--- config.mk ---
export PLATFORM = sky130hd
export DESIGN_NAME = seg_scan_ctrl
export DESIGN_NICKNAME = d
export VERILOG_FILES = /design/src/rtl/seg_pkg.sv /design/src/rtl/hex7_dec.sv /design/src/rtl/seg_scan_ctrl.sv
export SDC_FILE = /design/constraint.sdc
export NUM_CORES = 1
export LEC_CHECK = 0
export ABC_AREA = 1
export ABC_CLOCK_PERIOD_IN_PS = 3200
export BUFFER_PORTS_ARGS = -buffer_cell sky130_fd_sc_hd__clkbuf_2
export CAP_MARGIN = 10
export CORE_MARGIN = 3
export CORE_UTILIZATION = 62
export DETAILED_ROUTE_END_ITERATION = 7
export GPL_TIMING_DRIVEN = 0
export PLACE_DENSITY_LB_ADDON = 0.08
export RECOVER_POWER = 50
export SYNTH_ARGS = -nofsm -noshare
export SYNTH_HDL_FRONTEND = slang
export SYNTH_SLANG_ARGS = --single-unit
export TNS_END_PERCENT = 5
--- constraint.sdc ---
create_clock -name CLK -period 3.2 [get_ports CLK]
set_input_delay 0 -clock CLK [delete_from_list [all_inputs] [get_ports CLK]]
set_output_delay 0 -clock CLK [all_outputs]
set_load 0.005 [all_outputs]
--- src/rtl/seg_pkg.sv ---
// Shared definitions for the 7-segment scan controller: FSM state
// encoding, the dark segment pattern and the hex glyph table.
// Glyphs are active-low in {A,B,C,D,E,F,G} order.
package seg_pkg;

   typedef enum logic [1:0] {
      IDLE  = 2'd0,
      BLANK = 2'd1,
      DRIVE = 2'd2
   } state_t;

   localparam logic [6:0] SEG_OFF = 7'h7F;

   localparam logic [6:0] GLYPH [16] = '{
      7'b0000001,   // 0
      7'b1001111,   // 1
      7'b0010010,   // 2
      7'b0000110,   // 3
      7'b1001100,   // 4
      7'b0100100,   // 5
      7'b0100000,   // 6
      7'b0001111,   // 7
      7'b0000000,   // 8
      7'b0000100,   // 9
      7'b0001000,   // A
      7'b1100000,   // b
      7'b0110001,   // C
      7'b1000010,   // d
      7'b0110000,   // E
      7'b0111000    // F
   };

endpackage

--- src/rtl/hex7_dec.sv ---
// Combinational nibble to active-low 7-segment glyph lookup.
module hex7_dec
   import seg_pkg::*;
(
   input  logic [3:0] nib,
   output logic [6:0] seg
);

   // Straight table lookup; every nibble value has a glyph.
   always_comb begin
      seg = GLYPH[nib];
   end

endmodule

--- src/rtl/seg_scan_ctrl.sv ---
// Time-multiplexed scan controller for N common-anode 7-segment digits.
// A pending register bank captures DATA/DP_IN on LOAD; a shadow bank is
// refreshed from it only at the start of a frame (entry to BLANK for
// digit 0), so a frame never mixes old and new values. Each digit slot is
// BLANK_CYC cycles with all anodes off followed by SCAN_DIV cycles lit.
// All pin outputs are registered and follow the FSM by one cycle.
//
// Build option: SEG_SCAN_LZ_BLANK_EN enables leading-zero suppression
// (digit k>0 is dark when it and all higher digits hold 0; its DP still
// follows the request). Without it every digit shows its glyph.
//
// Handshake: LOAD is a bare strobe with no ready; it is accepted on
// every cycle RST is low and always overwrites the pending bank.
module seg_scan_ctrl
   import seg_pkg::*;
#(
   parameter int N_DIGITS  = 4,
   parameter int SCAN_DIV  = 50000,
   parameter int BLANK_CYC = 500
)
(
   input  logic                  CLK,
   input  logic                  RST,
   input  logic                  EN,
   input  logic                  LOAD,
   input  logic [4*N_DIGITS-1:0] DATA,
   input  logic [N_DIGITS-1:0]   DP_IN,
   output logic [6:0]            SEG_N,
   output logic                  DP_N,
   output logic [N_DIGITS-1:0]   AN_N,
   output logic                  FRAME,
   output state_t                dbg_state
);

   // SCAN_DIV > BLANK_CYC, so one counter width covers both phases.
   localparam int CNT_W = $clog2(SCAN_DIV);
   localparam int IDX_W = $clog2(N_DIGITS);

   localparam logic [CNT_W-1:0]    BLANK_LAST = CNT_W'(BLANK_CYC - 1);
   localparam logic [CNT_W-1:0]    DRIVE_LAST = CNT_W'(SCAN_DIV - 1);
   localparam logic [IDX_W-1:0]    IDX_LAST   = IDX_W'(N_DIGITS - 1);
   localparam logic [N_DIGITS-1:0] AN_ONE     = N_DIGITS'(1);

   state_t                       state_q, state_d;
   logic [IDX_W-1:0]             idx_q, idx_d;
   logic [CNT_W-1:0]             cnt_q, cnt_d;
   logic                         wrap;
   logic                         shadow_load;

   logic [4*N_DIGITS-1:0]        pend_data_q;
   logic [N_DIGITS-1:0]          pend_dp_q;
   logic [N_DIGITS-1:0][3:0]     shad_data_q;
   logic [N_DIGITS-1:0]          shad_dp_q;

   logic [3:0]                   cur_nib;
   logic [6:0]                   cur_glyph;
   logic                         suppress;

   assign dbg_state = state_q;

   // FSM state, digit index and prescaler registers.
   always_ff @(posedge CLK) begin
      if (RST) begin
         state_q <= IDLE;
         idx_q   <= '0;
         cnt_q   <= '0;
      end else begin
         state_q <= state_d;
         idx_q   <= idx_d;
         cnt_q   <= cnt_d;
      end
   end

   // Next-state logic; EN low from any state parks in IDLE with index and
   // prescaler cleared, so re-enabling always restarts at digit 0.
   always_comb begin
      state_d     = state_q;
      idx_d       = idx_q;
      cnt_d       = cnt_q;
      wrap        = 1'b0;
      shadow_load = 1'b0;
      if (!EN) begin
         state_d = IDLE;
         idx_d   = '0;
         cnt_d   = '0;
      end else begin
         case (state_q)
            IDLE: begin
               state_d     = BLANK;
               idx_d       = '0;
               cnt_d       = '0;
               shadow_load = 1'b1;
            end
            BLANK: begin
               if (cnt_q == BLANK_LAST) begin
                  state_d = DRIVE;
                  cnt_d   = '0;
               end else begin
                  cnt_d = cnt_q + 1'b1;
               end
            end
            DRIVE: begin
               if (cnt_q == DRIVE_LAST) begin
                  state_d = BLANK;
                  cnt_d   = '0;
                  if (idx_q == IDX_LAST) begin
                     idx_d       = '0;
                     wrap        = 1'b1;
                     shadow_load = 1'b1;
                  end else begin
                     idx_d = idx_q + 1'b1;
                  end
               end else begin
                  cnt_d = cnt_q + 1'b1;
               end
            end
            default: begin
               state_d = IDLE;
               idx_d   = '0;
               cnt_d   = '0;
            end
         endcase
      end
   end

   // Pending bank takes LOAD; shadow bank takes the pre-edge pending value
   // at frame start, so a LOAD on that same edge lands in the next frame.
   always_ff @(posedge CLK) begin
      if (RST) begin
         pend_data_q <= '0;
         pend_dp_q   <= '0;
         shad_data_q <= '0;
         shad_dp_q   <= '0;
      end else begin
         if (LOAD) begin
            pend_data_q <= DATA;
            pend_dp_q   <= DP_IN;
         end
         if (shadow_load) begin
            shad_data_q <= pend_data_q;
            shad_dp_q   <= pend_dp_q;
         end
      end
   end

   assign cur_nib = shad_data_q[idx_q];

   hex7_dec u_dec (
      .nib (cur_nib),
      .seg (cur_glyph)
   );

`ifdef SEG_SCAN_LZ_BLANK_EN
   logic [N_DIGITS-1:0] lz_mask;
   logic                zero_run;

   // A digit is a leading zero when it and every higher digit are zero;
   // digit 0 is never masked.
   always_comb begin
      lz_mask  = '0;
      zero_run = 1'b1;
      for (int k = N_DIGITS - 1; k >= 1; k--) begin
         zero_run   = zero_run & (shad_data_q[k] == 4'd0);
         lz_mask[k] = zero_run;
      end
   end

   assign suppress = lz_mask[idx_q];
`else
   assign suppress = 1'b0;
`endif

   // Registered pin drivers: lit only while DRIVE, dark otherwise.
   always_ff @(posedge CLK) begin
      if (RST) begin
         SEG_N <= SEG_OFF;
         DP_N  <= 1'b1;
         AN_N  <= '1;
         FRAME <= 1'b0;
      end else begin
         FRAME <= wrap;
         if (state_q == DRIVE) begin
            SEG_N <= suppress ? SEG_OFF : cur_glyph;
            DP_N  <= ~shad_dp_q[idx_q];
            AN_N  <= ~(AN_ONE << idx_q);
         end else begin
            SEG_N <= SEG_OFF;
            DP_N  <= 1'b1;
            AN_N  <= '1;
         end
      end
   end

endmodule

==> results of run 1 <==
## worst paths after layout
path	depth (start not counted)	slack (ns)	startpoint	end
max	9	1.24	cnt_q[0]	cnt_q[5]
min	3	0.07	EN	dbg_state[0]
max reg2reg	9	1.24	cnt_q[0]	cnt_q[5]
min reg2reg	1	0.46	cnt_q[0]	cnt_q[0]
## routing by layer
metal	routed length, µm	global-route usage (%)	part of all wire, %
met5	0	0	0
met1	3347	29.66	46
met3	364	4.821	5.1
met2	3360	41.47	47
met4	134	11.99	1.9
## what timing repair did
action,4_1_cts,5_1_grt
hold endpoints to repair,25,0
hold buffers,21,0
setup buffers,0,0
## worst min-delay path: stages
cell and delay [ns]:
clkbuf_1 0.15, nand2_1 0.16, a21oi_1 0.05
## power by group
part / internal [mW] / total (mW) / switching, mW
logic: 0.109 / 0.264 / 0.155
clock network: 0.376 / 0.716 / 0.341
registers: 0.952 / 0.972 / 0.0203
## stage by stage
step	area [µm²]	worst slack, ns	cells
2_1_floorplan	3426	1.665	461
3_3_place_gp	3699	1.462	568
3_5_place_dp	3699	1.406	568
4_1_cts	4103	1.398	604
5_1_grt	4063	1.044	604
6_report	4063	1.244	604
## cell usage in the layout, fill, tap and decap left out, drive strengths merged, types with 13 or more instances in the layout
master       netlist  final
a21oi             48     48
buf               15     13
clkbuf             6     55
dfxtp             73     73
dlygate4sd3        0     21
ha                15     15
inv               53     53
nand2             97     97
nand3             41     41
nor2              63     63
o21ai             30     30
## state kept, by name (all words and copies together), names as in the netlist, 2 cells and up
name and cells:
SEG_N 7, cnt_q 16, dbg_state 2, idx_q 2, pend_data_q 16, shad_dp_q 4, pend_dp_q 4, shad_data_q 16
AN_N 4
## final cells by class
cell class	instances	area, µm²
Multi-Input combinational cell	314	1609
Sequential cell	73	1461
Fill cell	405	1175
Timing Repair Buffer	58	382.9
Inverter	53	198.9
Clock buffer	10	137.6
Buffer	21	128.9
Tap cell	70	87.58
Clock inverter	5	56.30
## synthesized netlist by cell type, types with 2 or more instances
cell and number:
a31oi_1 2, nand3_2 2, buf_1 5, nor2_1 54, buf_6 4, ha_1 15, nand2_1 88, inv_1 52
buf_2 4, nor3_1 2, dfxtp_1 73, clkbuf_1 6, o21ai_0 30, xor2_1 8, a21oi_1 48, nor2_4 2
nand2_2 7, o211ai_1 2, nand3_1 38, xnor2_1 3, nor2_2 7, nand2_4 2
## kinds of logic after synthesis
logic type | Yosys count | synth area share, %
flip-flops | 73 | 42.66
XOR/XNOR | 11 | 2.812
adder cells (fa/ha/maj) | 15 | 5.478
AO/OA/AOI/OAI | 83 | 12.38
AND/OR/NAND/NOR | 205 | 27.10
buffers and inverters | 74 | 9.569
==> summary.md, run 1 <==
| Metric | Value |
|---|---|
| Core Region | 0.005238 mm² |
| EDFF count, synth | 0 |
| Crit-path max cell delay | 0.36 ns |
| Syn nets | 500 |
| Drt initial violations | 116 |
| Placer Congestion | 0.9050 |
| Syn. warnings | 0 |
| Crit path max-delay family | simple AND/OR/NAND/NOR gates |
| PD cells | 480.7 mW/mm² |
| Min Tclk post-route | 1.956 ns |
| Routed Antenna Nets | 0 |
| CP Class | flip-flop to flip-flop |
| Fmax | 0.5113 GHz |
| First-pass GRT wire length | 12320 µm |
| Critical-path top delay cell | dfxtp_1 |
| Wire per inst | 11.93 µm |
| Setup Skew | 0.008323 ns |
| Share of layout cells above drive strength 1 | 13.30% |
| Peak VDD IR | 0.0003722 V |
| Port Buffers | 37 |
| CTS tree | yes |
| Crit. End Element | flip-flop |
| Buf/Inv on CP | 1 |
| P_leak | 1.800 nW |
| Synth area leader | dfxtp_1 |
| DRC viols | 0 |
| Nets@finish | 569 |
| GRT Total Usage | 24.56% |
| Die height | 80.34 µm |
| Synth top area cells | dfxtp_1 43%, nand2_1 9.6%, a21oi_1 7.0% |
| Worst slew pin tran | 0.4618 ns |
| Yosys cell types | 29 |
| Clock sink total | 73 |
| Slew margin rel. | 69.10% |
| WP data required | 3.43 ns |
| Worst-Skew Late Latency | 0.34 ns |
| Final Power | 1.953 mW |
| Max Cap Viol | 0 |
| Clock transition at path regs | 0.08 ns |
| Vias in the first global route | 2873 |
| Post-layout util | 77.57% |
| Critical path arrival | 2.19 ns |
| Status | complete, no violations |
| Most frequent CP cell | nand2_1 |
| RSZ-0062 raised after global routing | no |
| Post-synth top area share | 42.66% |
| Initial core utilization | 65.41% |
| Total CTS buffers | 9 |
| DRT Pass-1 Iters | 4 |
| CP cell instances | ha_1 > nand3_1 > nor2_1 > nand2_1 > nand2_1 > nand2_1 > nand3_4 > buf_8 > nor2_1 |
| Final setup fails | 0 |
| Via count | 3040 |
| Row cnt | 26 |
| ANT cells | 0 |
| Instance count of the mapped netlist | 461 |
| Final hold violation count | 0 |
| Hold Path Class | input pin to flip-flop |
| CTS H-tree depth | 3 |
| Syn-to-layout area delta | 18.59% |
| Avg Cell Area, Syn | 7.431 µm² |
| Mapped Area | 0.003426 mm² |
| Yosys reg bits | 73 |
| Die area | 0.006454 mm² |
| Pins Over Slew Limit | 0 |
| Post-synth ARST share | 0% |
| CTS Root Cell | clkbuf_8 |
| Worst Path Max Fanout | 10 |
| Seq/Total Area, Yosys | 42.66% |
| Pin count of the biggest net entering global routing | 13 |
| Top Ports | 39 |
| Hpwl dp | 5007 µm |
| Critical Path Start Type | flip-flop |
| Resized cells post-CTS | 0 |
| Vias per inst | 5.033 |
| GR Overflow Total | 0 |
| Hold slack | 0.07348 ns |
| Post-synth top flop | dfxtp_1 |
| Deepest clock path buffer count | 2 |
| Final worst-path cycle share | 61.11% |
| Die width | 80.34 µm |
| Setup TNS | 0 ns |
| Routed WL | 7206 µm |
| Initial antenna violation count | 0 |
Power figures use the tool's default switching activity.
==> inputs of run 2 (changes only) <==
--- a/config.mk
+++ b/config.mk
@@ -5,12 +5,12 @@
 export SDC_FILE = /design/constraint.sdc
 export NUM_CORES = 1
 export LEC_CHECK = 0
-export ABC_AREA = 1
-export ABC_CLOCK_PERIOD_IN_PS = 3200
+export ABC_AREA = 0
+export ABC_CLOCK_PERIOD_IN_PS = 1750
 export BUFFER_PORTS_ARGS = -buffer_cell sky130_fd_sc_hd__clkbuf_2
 export CAP_MARGIN = 10
 export CORE_MARGIN = 3
-export CORE_UTILIZATION = 62
+export CORE_UTILIZATION = 52
 export DETAILED_ROUTE_END_ITERATION = 7
 export GPL_TIMING_DRIVEN = 0
 export PLACE_DENSITY_LB_ADDON = 0.08
==> constraint.sdc (replaced) <==
create_clock -name CLK -period 1.75 [get_ports CLK]
set_input_delay 0 -clock CLK [delete_from_list [all_inputs] [get_ports CLK]]
set_output_delay 0 -clock CLK [all_outputs]
set_load 0.005 [all_outputs]
==> run 2 against run 1 <==
  * Clock skew increased by 0.0018 ns
  * Non-clock buffer count increased by 18
  * Synthesized cell count decreased by 26%
  * Worst hold slack improved by 0.17 ns
  * The flow now finishes with violations (negative setup slack)
  * Via count decreased by 12%
  * Global-route usage decreased by 4.2 points
  * Clock-buffer cell count increased by 3
  * Critical path depth decreased by 4
  * Final area increased by 6.1%
  * Critical endpoint is now idx_q[0]
  * Critical path type unchanged
==> summary.md, run 2 <==
| Metric | Value |
|---|---|
| GR Overflow Total | 0 (unchanged) |
| Worst slew pin tran | 0.6904 ns (+0.2286 ns) |
| Setup WS post-layout | -0.3432 ns (-1.588 ns) |
| Post-synth top flop | dfxtp_1 |
| Post-layout util | 71.12% (-6.4 points) |
| CP cell instances | or4_4 > o41a_1 > buf_4 > or4_1 > a21oi_1 |
| Routed WL | 7094 µm (-1.6%) |
| Seq/Total Area, Yosys | 44.01% (+1.4 points) |
| Vias per inst | 5.241 (+4.1%) |
| Hold Path Class | input pin to flip-flop |
| Syn. warnings | 0 (unchanged) |
| WHS Endpoint | pend_data_q[11] |
| Wire per inst | 13.91 µm (+17%) |
| DRT Pass-1 Iters | 4 (unchanged) |
| Placed cells | 451 (-21%) |
| Final non-filler cell area | 0.004310 mm² (+6.1%) |
| Initial core utilization | 54.79% (-11 points) |
| Synth top area cells | dfxtp_1 44%, mux2i_1 12%, nand2b_1 8.3% |
| Sw frac | 22.97% (-3.4 points) |
| GRT Total Usage | 20.33% (-4.2 points) |
| Core Region | 0.006061 mm² (+16%) |
| WP data required | 2.02 ns (-1.41 ns) |
| Failing checks | negative setup slack |
| Fmax | 0.4777 GHz (-6.6%) |
| Worst-Skew Late Latency | 0.35 ns (about the same) |
| HP Start | LOAD |
| RSZ-0062 raised after global routing | yes |
| Die width | 85.91 µm (+6.9%) |
| Syn-to-layout area delta | 29.80% |
| CTS Root Cell | clkbuf_8 |
| Gate power share | 8.6% (-4.9 points) |
| Port Buffers | 37 (unchanged) |
| Crit-path max cell delay | 0.56 ns (+0.20 ns) |
| Critical path arrival | 2.37 ns (+0.18 ns) |
| Initial antenna violation count | 0 (unchanged) |
| EDFF count, synth | 0 (unchanged) |
| FF-to-FF path depth | 5 (-4) |
| Pins Over Slew Limit | 0 (unchanged) |
| Yosys reg bits | 73 (unchanged) |
| Post-Layout Cell Count | 510 (-16%) |
| Post-synth ARST share | 0% (unchanged) |
| Final hold violation count | 0 (unchanged) |
| Hold slack | 0.2412 ns (+0.1677 ns) |
| Most common cell after layout, fill and taps aside | dfxtp_1 |
| Commonest non-fill, non-tap cells in the layout | 64 x dfxtp_1, 44 x nand2b_1, 41 x mux2i_1 |
| Setup Skew | 0.01013 ns (+0.001809 ns) |
| Hold depth | 3 (unchanged) |
| Area after DPL | 0.003628 mm² (-1.9%) |
| Die height | 85.91 µm (+6.9%) |
| Die area | 0.007381 mm² (+14%) |
| Routed Antenna Nets | 0 (unchanged) |
| Hpwl dp | 4616 µm (-7.8%) |
| PD cells | 768.0 mW/mm² (+60%) |
| Critical Path Start Type | flip-flop |
| CTS H-tree depth | 3 (unchanged) |
| Top Ports | 39 (unchanged) |
| Avg Cell Area, Syn | 9.796 µm² (+32%) |
| Vias in the first global route | 2551 (-11%) |
| DRC viols | 0 (unchanged) |
| First-pass GRT wire length | 11960 µm (-2.9%) |
| Placer Congestion | 0.8196 (-9.4%) |
| Critical R2R Launch | cnt_q[10] |
| Clock transition at path regs | 0.08 ns (about the same) |
| Sw power | 760.5 µW (+47%) |
| Status | finished, violations left |
| Worst R2R End | idx_q[0] |
| Clock sink total | 73 (unchanged) |
| Placement Setup Slack | -0.5587 ns (-1.964 ns) |
| Row cnt | 28 (+7.7%) |
| Instance count of the mapped netlist | 339 (-26%) |
| Mapped Area | 0.003321 mm² (-3.1%) |
| Post-synth top area share | 44.01% (+1.4 points) |
| Pint | 2.550 mW (+77%) |
| Final Power | 3.311 mW (+70%) |
| Setup TNS | -8.988 ns (-8.988 ns) |
| Crit. End Element | flip-flop |
| Final setup fails | 47 (+47) |
| P_leak | 1.719 nW (-4.5%) |
| Deepest clock path buffer count | 2 (unchanged) |
| Via count | 2673 (-12%) |
| Final worst-path cycle share | 119.6% (+58 points) |
| Synth area leader | dfxtp_1 |
| Most common cell in the netlist | dfxtp_1 |
| CP Class | flip-flop to flip-flop |
| Share of layout cells above drive strength 1 | 23.91% (+11 points) |
| Clock power frac | 39.3% (+2.6 points) |
| Peak VDD IR | 0.0004975 V (+34%) |
| Reg-to-reg slack, setup | -0.34 ns (-1.59 ns) |
| Total CTS buffers | 9 (unchanged) |
| Worst Path Max Fanout | 4 (-6) |
| ANT cells | 0 (unchanged) |
| Critical-path top delay cell | or4_4 |
| Syn nets | 378 (-24%) |
| Pin count of the biggest net entering global routing | 12 (-1) |
| Top Registers | cnt_q (16), pend_data_q (16), shad_data_q (16) |
| Post-synth top cells | 73 x dfxtp_1, 44 x nand2b_1, 41 x mux2i_1, 40 x nor2_1, 15 x ha_1 |
| Yosys cell types | 40 (+38%) |
| Nets@finish | 469 (-18%) |
| Min Tclk post-route | 2.093 ns (+0.1376 ns) |
| CTS tree | yes |
| Slew margin rel. | 53.97% (-15 points) |
| Sequential share of power | 52.1% (+2.3 points) |
| Max Cap Viol | 0 (unchanged) |
| Drt initial violations | 120 (+3.4%) |
-- run 2: cell count changes in the layout (fill, tap and decap cells not counted), moves of 19 or more --
cell / previous run / this run
mux2i_1: 0 / 41
nand2_1: 90 / 11
buf_4: 1 / 20
inv_1: 52 / 8
o21ai_0: 30 / 8
a21oi_1: 48 / 10
nand3_1: 39 / 9
nand2b_1: 0 / 44
-- run 2: area by class of cell --
type,count,area (µm²)
clock buffer,13,148.9
multi-input combinational,239,1828
timing repair buffer,80,571.8
fill,490,1750
tap,75,93.84
sequential,73,1483
clock inverter,3,40.04
inverter,10,42.54
buffer,17,102.6
-- run 2: logic make-up after synthesis --
kind of cell	after synthesis	share of synthesized area, %
AOI/OAI and AO/OA	33	6.406
DFF	73	44.01
muxes	47	16.09
buffers and inverters	27	3.090
xor gates and xnor gates	12	3.165
and+or+nand+nor	132	21.59
adders and majority gates	15	5.652
-- run 2: how the worst max path moves through the flow --
stage	startpoint	end	slack (ns)	cells past startpoint
6_report	cnt_q[10]	idx_q[0]	-0.34	5
5_1_grt	cnt_q[10]	idx_q[0]	-0.41	5
4_1_cts	cnt_q[5]	dbg_state[0]	-0.34	4
3_5_place_dp	cnt_q[1]	cnt_q[5]	-0.56	6
3_3_place_gp	cnt_q[1]	cnt_q[10]	-0.52	6
2_1_floorplan	cnt_q[10]	dbg_state[0]	-0.30	4
-- run 2: critical path: cells and delay by family, from the launching register on --
kind                   cells  cell delay, ns
AOI/OAI and AO/OA          2            0.58
buffers and inverters      1            0.17
and+or+nand+nor            2            0.95
DFF                        1            0.33
-- run 2: power by group through the flow --
stage	sequential, mW	combinational (mW)	clock (mW)
4_1_cts	1.73	0.278	1.32
3_3_place_gp	1.77	0.223	0
3_5_place_dp	1.77	0.227	0
2_1_floorplan	1.76	0.168	0
5_1_grt	1.73	0.316	1.40
6_report	1.73	0.285	1.30
-- run 2: routing by layer --
layer  part of all wire (%)  track usage [%]  vias up
li1                       -                -     1361
met1                     47            28.14     1213
met2                     46            31.25       84
met3                    5.7            3.266       15
met4                    2.0            9.065        0
met5                      0                0        -
-- run 2: repair_timing --
| item | 4_1_cts | 5_1_grt |
|---|---|---|
| setup buffers | 12 | 8 |
| pin swaps | 13 | 5 |
| resized for setup | 31 | 10 |
| setup endpoints to repair | 46 | 55 |
| endpoints found under the hold margin | 22 | 0 |
| hold buffers | 22 | 0 |
| cloned | 1 | 0 |
